## config.mk

```make
export PLATFORM = sky130hd
export DESIGN_NAME = load_store_unit
export DESIGN_NICKNAME = d
export VERILOG_FILES = /design/src/rtl/lsu_pkg.sv /design/src/rtl/lsu_lane_align.sv /design/src/rtl/load_store_unit.sv
export SDC_FILE = /design/constraint.sdc
export NUM_CORES = 1
export LEC_CHECK = 0
export ABC_CLOCK_PERIOD_IN_PS = 4560
export CAP_MARGIN = 20
export CORE_MARGIN = 2
export CORE_UTILIZATION = 25
export CTS_CLUSTER_DIAMETER = 100
export DETAILED_ROUTE_END_ITERATION = 10
export GPL_ROUTABILITY_DRIVEN = 1
export HOLD_SLACK_MARGIN = 0.15
export MAX_ROUTING_LAYER = met4
export PLACE_DENSITY = 0.51
export SLEW_MARGIN = 10
export SYNTH_ARGS = -nofsm -noshare
export SYNTH_HDL_FRONTEND = slang
export SYNTH_SLANG_ARGS = --single-unit
```

## constraint.sdc

```tcl
create_clock -name Clk -period 4.56 [get_ports Clk]
set_input_delay 0.912 -clock Clk [delete_from_list [all_inputs] [get_ports Clk]]
set_output_delay 0.912 -clock Clk [all_outputs]
set_load 0.005 [all_outputs]
```

## src/rtl/lsu_pkg.sv

```systemverilog
// Shared encodings for the load/store unit: access sizes, FSM states and
// the size-to-byte-count helper.
package lsu_pkg;

   typedef enum logic [1:0] {
      SZ_B = 2'd0,
      SZ_H = 2'd1,
      SZ_W = 2'd2,
      SZ_D = 2'd3
   } size_e;

   typedef enum logic [1:0] {
      IDLE = 2'd0,
      RD   = 2'd1,
      WR   = 2'd2,
      RESP = 2'd3
   } state_e;

   function automatic logic [3:0] size_bytes(input size_e size);
      return 4'd1 << size;
   endfunction

endpackage

```

## src/rtl/lsu_lane_align.sv

```systemverilog
// Combinational lane steering: extracts and extends a load lane from a memory
// word, and merges store data into a memory word at the addressed lane.
module lsu_lane_align
   import lsu_pkg::*;
(
   input  logic [63:0] word,
   input  logic [2:0]  offset,
   input  size_e       size,
   input  logic        is_signed,
   input  logic [63:0] wdata,
   output logic [63:0] load_data,
   output logic [63:0] merged_word
);

   logic [5:0]  shamt;
   logic [63:0] lane;
   logic [63:0] size_mask;

   assign shamt = {offset, 3'b000};

   always_comb begin
      lane      = word >> shamt;
      size_mask = '1;
      load_data = lane;
      case (size)
         SZ_B: begin
            size_mask = 64'h0000_0000_0000_00FF;
            load_data = {{56{is_signed & lane[7]}}, lane[7:0]};
         end
         SZ_H: begin
            size_mask = 64'h0000_0000_0000_FFFF;
            load_data = {{48{is_signed & lane[15]}}, lane[15:0]};
         end
         SZ_W: begin
            size_mask = 64'h0000_0000_FFFF_FFFF;
            load_data = {{32{is_signed & lane[31]}}, lane[31:0]};
         end
         default: begin
            size_mask = '1;
            load_data = lane;
         end
      endcase
      merged_word = (word & ~(size_mask << shamt)) | ((wdata & size_mask) << shamt);
   end

endmodule

```

## src/rtl/load_store_unit.sv

```systemverilog
// Load/store unit in front of a word-addressed 64-bit data memory: sizing,
// alignment/range checking, read-modify-write stores and load extension.
module load_store_unit
   import lsu_pkg::*;
#(
   parameter int unsigned MEM_DEPTH  = 32,
   parameter int unsigned MEM_RD_LAT = 1
) (
   input  logic        Clk,
   input  logic        Reset_n,
   input  logic        ReqValid,
   output logic        ReqReady,
   input  logic        ReqWrite,
   input  logic [1:0]  ReqSize,
   input  logic        ReqSigned,
   input  logic [63:0] ReqAddr,
   input  logic [63:0] ReqWData,
   output logic        RespValid,
   input  logic        RespReady,
   output logic [63:0] RespRData,
   output logic        RespError,
   output logic [63:0] MemAddress,
   output logic [63:0] MemDataIn,
   output logic        MemWrite,
   output logic        MemRead,
   input  logic [63:0] MemDataOut
);

   localparam int unsigned      CNT_W      = $clog2(MEM_RD_LAT + 2);
   localparam logic [CNT_W-1:0] CNT_LAST   = CNT_W'(MEM_RD_LAT);
   localparam logic [63:0]      ADDR_LIMIT = 64'(MEM_DEPTH) * 64'd8;

   state_e           state_q, state_d;
   logic [CNT_W-1:0] cnt_q, cnt_d;
   logic [63:0]      addr_q, addr_d;
   logic [63:0]      wdata_q, wdata_d;
   logic [63:0]      merged_q, merged_d;
   logic [63:0]      rdata_q, rdata_d;
   size_e            size_q, size_d;
   logic             write_q, write_d;
   logic             signed_q, signed_d;
   logic             err_q, err_d;
   logic             ready_q, ready_d;

   size_e       req_size;
   logic        misaligned;
   logic        out_of_range;
   logic [63:0] load_data;
   logic [63:0] merged_word;

   assign req_size     = size_e'(ReqSize);
   assign misaligned   = (ReqAddr[2:0] & 3'(size_bytes(req_size) - 4'd1)) != 3'd0;
   assign out_of_range = ReqAddr >= ADDR_LIMIT;

   lsu_lane_align u_lane_align (
      .word        (MemDataOut),
      .offset      (addr_q[2:0]),
      .size        (size_q),
      .is_signed   (signed_q),
      .wdata       (wdata_q),
      .load_data   (load_data),
      .merged_word (merged_word)
   );

   always_comb begin
      state_d  = state_q;
      cnt_d    = cnt_q;
      addr_d   = addr_q;
      wdata_d  = wdata_q;
      merged_d = merged_q;
      rdata_d  = rdata_q;
      size_d   = size_q;
      write_d  = write_q;
      signed_d = signed_q;
      err_d    = err_q;
      case (state_q)
         IDLE: begin
            if (ReqValid && ready_q) begin
               addr_d   = ReqAddr;
               wdata_d  = ReqWData;
               size_d   = req_size;
               write_d  = ReqWrite;
               signed_d = ReqSigned;
               cnt_d    = '0;
               rdata_d  = '0;
               merged_d = ReqWData;
               err_d    = misaligned || out_of_range;
               if (misaligned || out_of_range) begin
                  state_d = RESP;
               end else if (ReqWrite && (req_size == SZ_D)) begin
                  state_d = WR;
               end else begin
                  state_d = RD;
               end
            end
         end
         RD: begin
            // Memory data is valid on the final counted edge only.
            if (cnt_q == CNT_LAST) begin
               if (write_q) begin
                  merged_d = merged_word;
                  state_d  = WR;
               end else begin
                  rdata_d  = load_data;
                  state_d  = RESP;
               end
            end else begin
               cnt_d = cnt_q + 1'b1;
            end
         end
         WR: begin
            state_d = RESP;
         end
         RESP: begin
            if (RespReady) begin
               state_d = IDLE;
            end
         end
         default: begin
            state_d = IDLE;
         end
      endcase
      ready_d = (state_d == IDLE);
   end

   always_ff @(posedge Clk or negedge Reset_n) begin
      if (!Reset_n) begin
         state_q  <= IDLE;
         cnt_q    <= '0;
         addr_q   <= '0;
         wdata_q  <= '0;
         merged_q <= '0;
         rdata_q  <= '0;
         size_q   <= SZ_B;
         write_q  <= 1'b0;
         signed_q <= 1'b0;
         err_q    <= 1'b0;
         ready_q  <= 1'b0;
      end else begin
         state_q  <= state_d;
         cnt_q    <= cnt_d;
         addr_q   <= addr_d;
         wdata_q  <= wdata_d;
         merged_q <= merged_d;
         rdata_q  <= rdata_d;
         size_q   <= size_d;
         write_q  <= write_d;
         signed_q <= signed_d;
         err_q    <= err_d;
         ready_q  <= ready_d;
      end
   end

   assign ReqReady   = ready_q;
   assign RespValid  = (state_q == RESP);
   assign RespRData  = rdata_q;
   assign RespError  = err_q;
   assign MemAddress = {3'b000, addr_q[63:3]};
   assign MemDataIn  = merged_q;
   assign MemWrite   = (state_q == WR);
   assign MemRead    = (state_q == RD);

endmodule
```

Yosys cells after proc, flatten, opt, wreduce, memory -nomap -nowiden
Index checks and enable logic that the tools add are counted.

word-level totals
  flip-flop bits (word level) = 266
  bits in latches = 0
  memory bits (writable) = 0
  memory bits (read-only) = 0
  input port bits = 200
  output and inout port bits = 197
  logic and storage cells = 70
  memories = 0

cells by class
  add/subtract/negate cells = 2
  multipliers = 0
  divide/modulo/power cells = 0
  magnitude comparators = 1
  equal/unequal tests = 12
  shift-type cells = 4
  muxes and demuxes = 20
  bitwise logic cells = 8
  reductions and logical operators = 12

operators by type and width
  kind                   count
  $mux W64               6
  $pmux W64 S3           2
  $pmux W64 S2           2
  $and A64 B64 Y64       2
  $shl A64 B6 Y64        2
  $ge A64 B9 Y1 const B  1
  $not A64 Y64           1
  $or A64 B64 Y64        1
  $shr A64 B6 Y64        1
  $mux W2                7
  $eq A2 B2 Y1 const B   4
  $pmux W2 S4            1
  $reduce_and A4 Y1      2
  $eq A2 B1 Y1 const B   3
  $logic_not A2 Y1       3
  $ne A2 B2 Y1 const B   3
  $ne A2 B1 Y1 const B   2
  $pmux W2 S2            1
  $and A1 B1 Y1          3
  $and A3 B3 Y3          1
  $reduce_and A3 Y1      1
  $reduce_bool A3 Y1     1
  $shl A1 B2 Y3 const A  1
  $sub A3 B1 Y3 const B  1
  other kinds (6)        7

Longest topological paths before layout
  depth after elaboration = 9
  gate-level depth with buffers = 10
  depth with buffers taken out = 7

Hierarchy
From an unflattened synthesis, not the netlist that was laid out.

second synthesis, totals
  cell total of the unflattened synthesis = 1905
  area total of the unflattened synthesis = 16477.1 µm²

modules (own cells, without submodules)
  module           times used  cells each  area an instance (µm²)  sequential area each (µm²)
  load_store_unit  1           1236        11398.4                 6656.4
  lsu_lane_align   1           669         5078.6                  0.0

Least setup slack after synthesis
No wires, ideal clock.

  path type = in2reg
  start point = in MemDataOut[39]
  end point = reg rdata_q[61], in the netlist RespRData[61]
  library setup time = 0.136 ns
  arrival = 2.292 ns
  data required time = 4.424 ns
  setup slack = 2.131 ns
  stages on the path = 6
  buffers on the path = 1
  path through = mux2_4 -> o2bb2ai_1 -> o211a_1 -> a2111oi_4 -> buf_6 -> o31ai_2

on the way
  word-level cells in the longest chain between the ends = 6
  elaborated cells between the ends (all ways) = 8
  classes of those cells = shift (1); mux (4); bitwise (3)

RTL lines
  item                                     line                                                              RTL
  start: declaration                       load_store_unit.sv:26                                             input logic [63:0] MemDataOut
  $shr A64 B6 Y64 *                        lsu_lane_align.sv:22                                              lane = word >> shamt;
  $and A1 B1 Y1, on equally long branches  lsu_lane_align.sv:36, lsu_lane_align.sv:28, lsu_lane_align.sv:32
  $pmux W64 S3 *                           lsu_lane_align.sv:25                                              case (size)
  $mux W64 *                               load_store_unit.sv:100                                            if (write_q) begin
  $mux W64 *                               load_store_unit.sv:99                                             if (cnt_q == CNT_LAST) begin
  $pmux W64 S2 *                           load_store_unit.sv:76                                             case (state_q)
  end signal: assignment                   load_store_unit.sv:145                                            rdata_q <= rdata_d;
  end: declaration                         load_store_unit.sv:38                                             logic [63:0] rdata_q, rdata_d;

Every way passes the cells marked *; elsewhere a longest branch is shown, timed or not. The select of a mux whose other input is x is not followed.
A chain may end at the register's enable or synchronous reset.

Worst setup path in the final report
  start point = reg state_q[1]
  end point = out MemRead

on the way
  word-level cells in the longest chain between the ends = 1

RTL lines
  item                      line                    RTL
  start: declaration        load_store_unit.sv:33   state_e state_q, state_d;
  start signal: assignment  load_store_unit.sv:140  state_q <= state_d;
  $eq A2 B1 Y1              load_store_unit.sv:161  assign MemRead = (state_q == RD);
  end: declaration          load_store_unit.sv:25   output logic MemRead,

No other way between the ends.

==> results.md <==
* Async SR Flop Fraction at 1.00
* Final Setup Violations at 0
* Wire length per cell at between 20 and 25 µm
* Chip height at between 200 and 300 µm
* I/O pin count at roughly 400
* Adder-Cell Fraction of Synth Area at 0.000808
* Final Hold Viols at 0
* WL final at slightly above 70000 µm
* WHS at about 350 ps
* CP Capture Type: output pin
* Gr usage total at 0.227
* Post_cts resized at 0
* Nets@finish at ~2300
* Fin cells at between 2000 and 3000
* Post-synthesis cell type count at 60
* Status: complete, no violations
* Final setup TNS at 0 ps
* Synth Instances at between 1500 and 2000
* TritonCTS Buffers at 35
* CTS tree: done
* Mux contribution to synthesized area at 0.0767
* Final core utilization at 0.338
* Row count at approximately 90
* Internal power at ~8.4 mW
* Max H-tree Level at 2
* Share of layout cells above drive strength 1 at 0.0851
* Initial Utilization at 0.252
* Reg power frac at 0.290
* 1st-pass router iterations at 6
* Most used DFF post-synth: dfrtp_1
* Chip width at between 200 and 300 µm
* Clock tree sinks at between 200 and 300
* Combinational share of power at 0.524
* Clk slew on worst S/H paths at about 60 ps
* NetSw at ~6.7 mW
* Final critical-path share of the clock period at 0.741
* Placer Congestion at just over 0.9
* FF/Latch Area at ~6700 µm²
* Max transition margin at 0.283
* Slew Viols, Final at 0
* Post-Synth XOR/XNOR Area at 0
* Startpoint Class: register
* Compound-Gate Fraction of Synth Area at 0.221
* Worst setup path class: reg2out
* Vias per Instance at between 5 and 6
* Syn_area_per_cell at 8.45 µm²
* Vias in the first global route at between 10000 and 15000
* Commonest non-fill, non-tap cells in the layout: 548 x nand2_1, 392 x clkdlybuf4s50_1, 263 x dfrtp_1
* Sequential-to-total area share from yosys stat at 0.430
* Vias at around 15000
* HP Class: in2async
* Clk Latency, worst-skew pair at roughly 570 ps
* Worst setup margin at around 1200 ps
* First-pass GRT wire length at a little over 100000 µm
* RSZ-0062 raised after global routing: no
* Final ANT Viol Nets at 0
* Maximum vdd drop at 0.406 mV
* Clock share of power at 0.186
* Drt initial violations at between 1500 and 2000
* Number of flops mapped to enable cells by yosys at 0
* Gr ovfl total at 0
* CP Data Required Time at between 3000 and 4000 ps
* Yosys reg bits at between 200 and 300
* Core Area at between 60000 and 70000 µm²
* CTS root buffer: clkbuf_16
* Post-Place Cell Area at slightly below 20000 µm²
* Final HPWL DP at ~55000 µm
* Largest net degree at the start of global routing at 100
* Final Skew at between 30 and 40 ps
* Non-Filler Cell Area, Final at 20800 µm²
* Area occupied by multi-input gates at just under 8000 µm²
* P&R area growth vs syn at 34.4%
* IO buf count at between 300 and 400
* Hold buffer count at cts at 0
* F_max at about 300 MHz
* Filler Cells Inserted at between 6000 and 7000
* Crit-path max FO at 24
* Pwr dens at 724 nW/µm²
* Pwr Total at roughly 15 mW
* Total of max-cap violations at 0
* Initial antenna violation count at 9
* Leakage Power at between 8 and 9 nW
* Residual DRC at 0
* Commonest non-fill, non-tap cell in the layout: nand2_1
* Synth Area in Simple Gates at 0.197
* Tmin final at between 3000 and 4000 ps
* CP arrival at 2470 ps
* Post-CTS Setup Bufs at 0
* Worst slew pin tran at 1070 ps
* YS warnings at 0
* Placed Instances at about 2800
* CTS max path bufs at 3
* Main combinational cell family by area after synthesis: compound AO/OA/AOI/OAI gates
* Sw frac at 0.442
* Cell area after synthesis at ~15000 µm²
* Die area at around 64000 µm²
* Pre-CTS setup slack at about 870 ps
[critical path, cell delays in order, from the launching register on]
cell	delay, ps
dfrtp_1	360
buf_4	210
nand2b_2	210
inv_1	290
buf_4	300
clkdlybuf4s50_1	550
[area by class of cell]
class / count / area share
diodes: 9 / 0.00108
clock buffers: 47 / 0.0481
clock inverters: 11 / 0.00644
inverters: 5 / 0.000902
multi-input cells: 1353 / 0.371
flip-flops and latches: 266 / 0.320
well taps: 790 / 0.0475
repair buffers: 432 / 0.205
[per-layer routing]
layer | vias up | global-route usage | part of all wire
met2 | 675 | 0.347 | 0.47
met1 | 7590 | 0.295 | 0.42
met5 | - | - | 0
met3 | 118 | 0.0466 | 0.077
li1 | 6905 | - | -
met4 | 0 | 0.0822 | 0.033
[worst paths after layout]
check | to | slack, ps | depth (start not counted) | from
hold reg to reg | addr_q[22] | 470 | 2 | addr_q[22]
setup / recovery | MemRead | 1180 | 5 | state_q[1]
setup reg to reg | MemDataIn[41] | 1230 | 5 | addr_q[0]
hold / removal | addr_q[3] | 350 | 1 | Reset_n
max in group asynchronous | wdata_q[23] | 3080 | 2 | Reset_n
min in group Clk | addr_q[22] | 470 | 2 | addr_q[22]
[registers in the layout, summed over array words and instances (netlist names)]
register / flops
MemDataIn: 64
ReqReady: 1
RespError: 1
RespRData: 64
addr_q: 64
cnt_q: 2
signed_q: 1
size_q: 2
state_q: 2
wdata_q: 64
write_q: 1
[kinds of logic (layout without fill, tap and decap cells)]
family | Yosys count | count (layout)
and+or+nand+nor | 737 | 737
AOI/OAI and AO/OA | 507 | 507
DFF | 266 | 266
buffers and inverters | 215 | 495
muxes | 105 | 105
adders and majority gates | 1 | 1
other | 1 | 12
[power groups by stage]
stage | combinational (mW) | clock [mW] | sequential, mW
after floorplan | 4.81 | 0 | 3.93
after global placement | 7.75 | 0 | 4.36
after detailed placement | 7.81 | 0 | 4.38
after CTS | 7.84 | 2.87 | 4.35
after global routing | 8.47 | 2.96 | 4.47
final | 7.89 | 2.79 | 4.37
[synth_stat cells (all sizes together) (5+ instances only)]
master   number  area [µm²]
o31ai        26         225
and2         21         131
dfrtp       266        6660
mux2i        71         711
clkbuf       99         372
mux2         26         297
a22oi        30         225
nor2b        21         131
a211oi       21         158
a2bb2oi      14         123
inv           5        18.8
nor2         68         255
a31o          9        78.8
o21bai        8        60.1
a21o          8        60.1
nor4         14        87.6
a31oi        11        68.8
a22o         17         149
a2111oi      10         106
o211ai        8        60.1
nand3        31         155
o21ai       146         825
buf         111         756
nand2b        6        37.5
a21oi       116         581
nand2       548        2060
a221o        26         260
o22ai        22         138
a221oi       15         131
a211o         6        52.6
mux4          8         180
nor3         14        97.6
No activity file was read; power rests on OpenSTA's default activity.
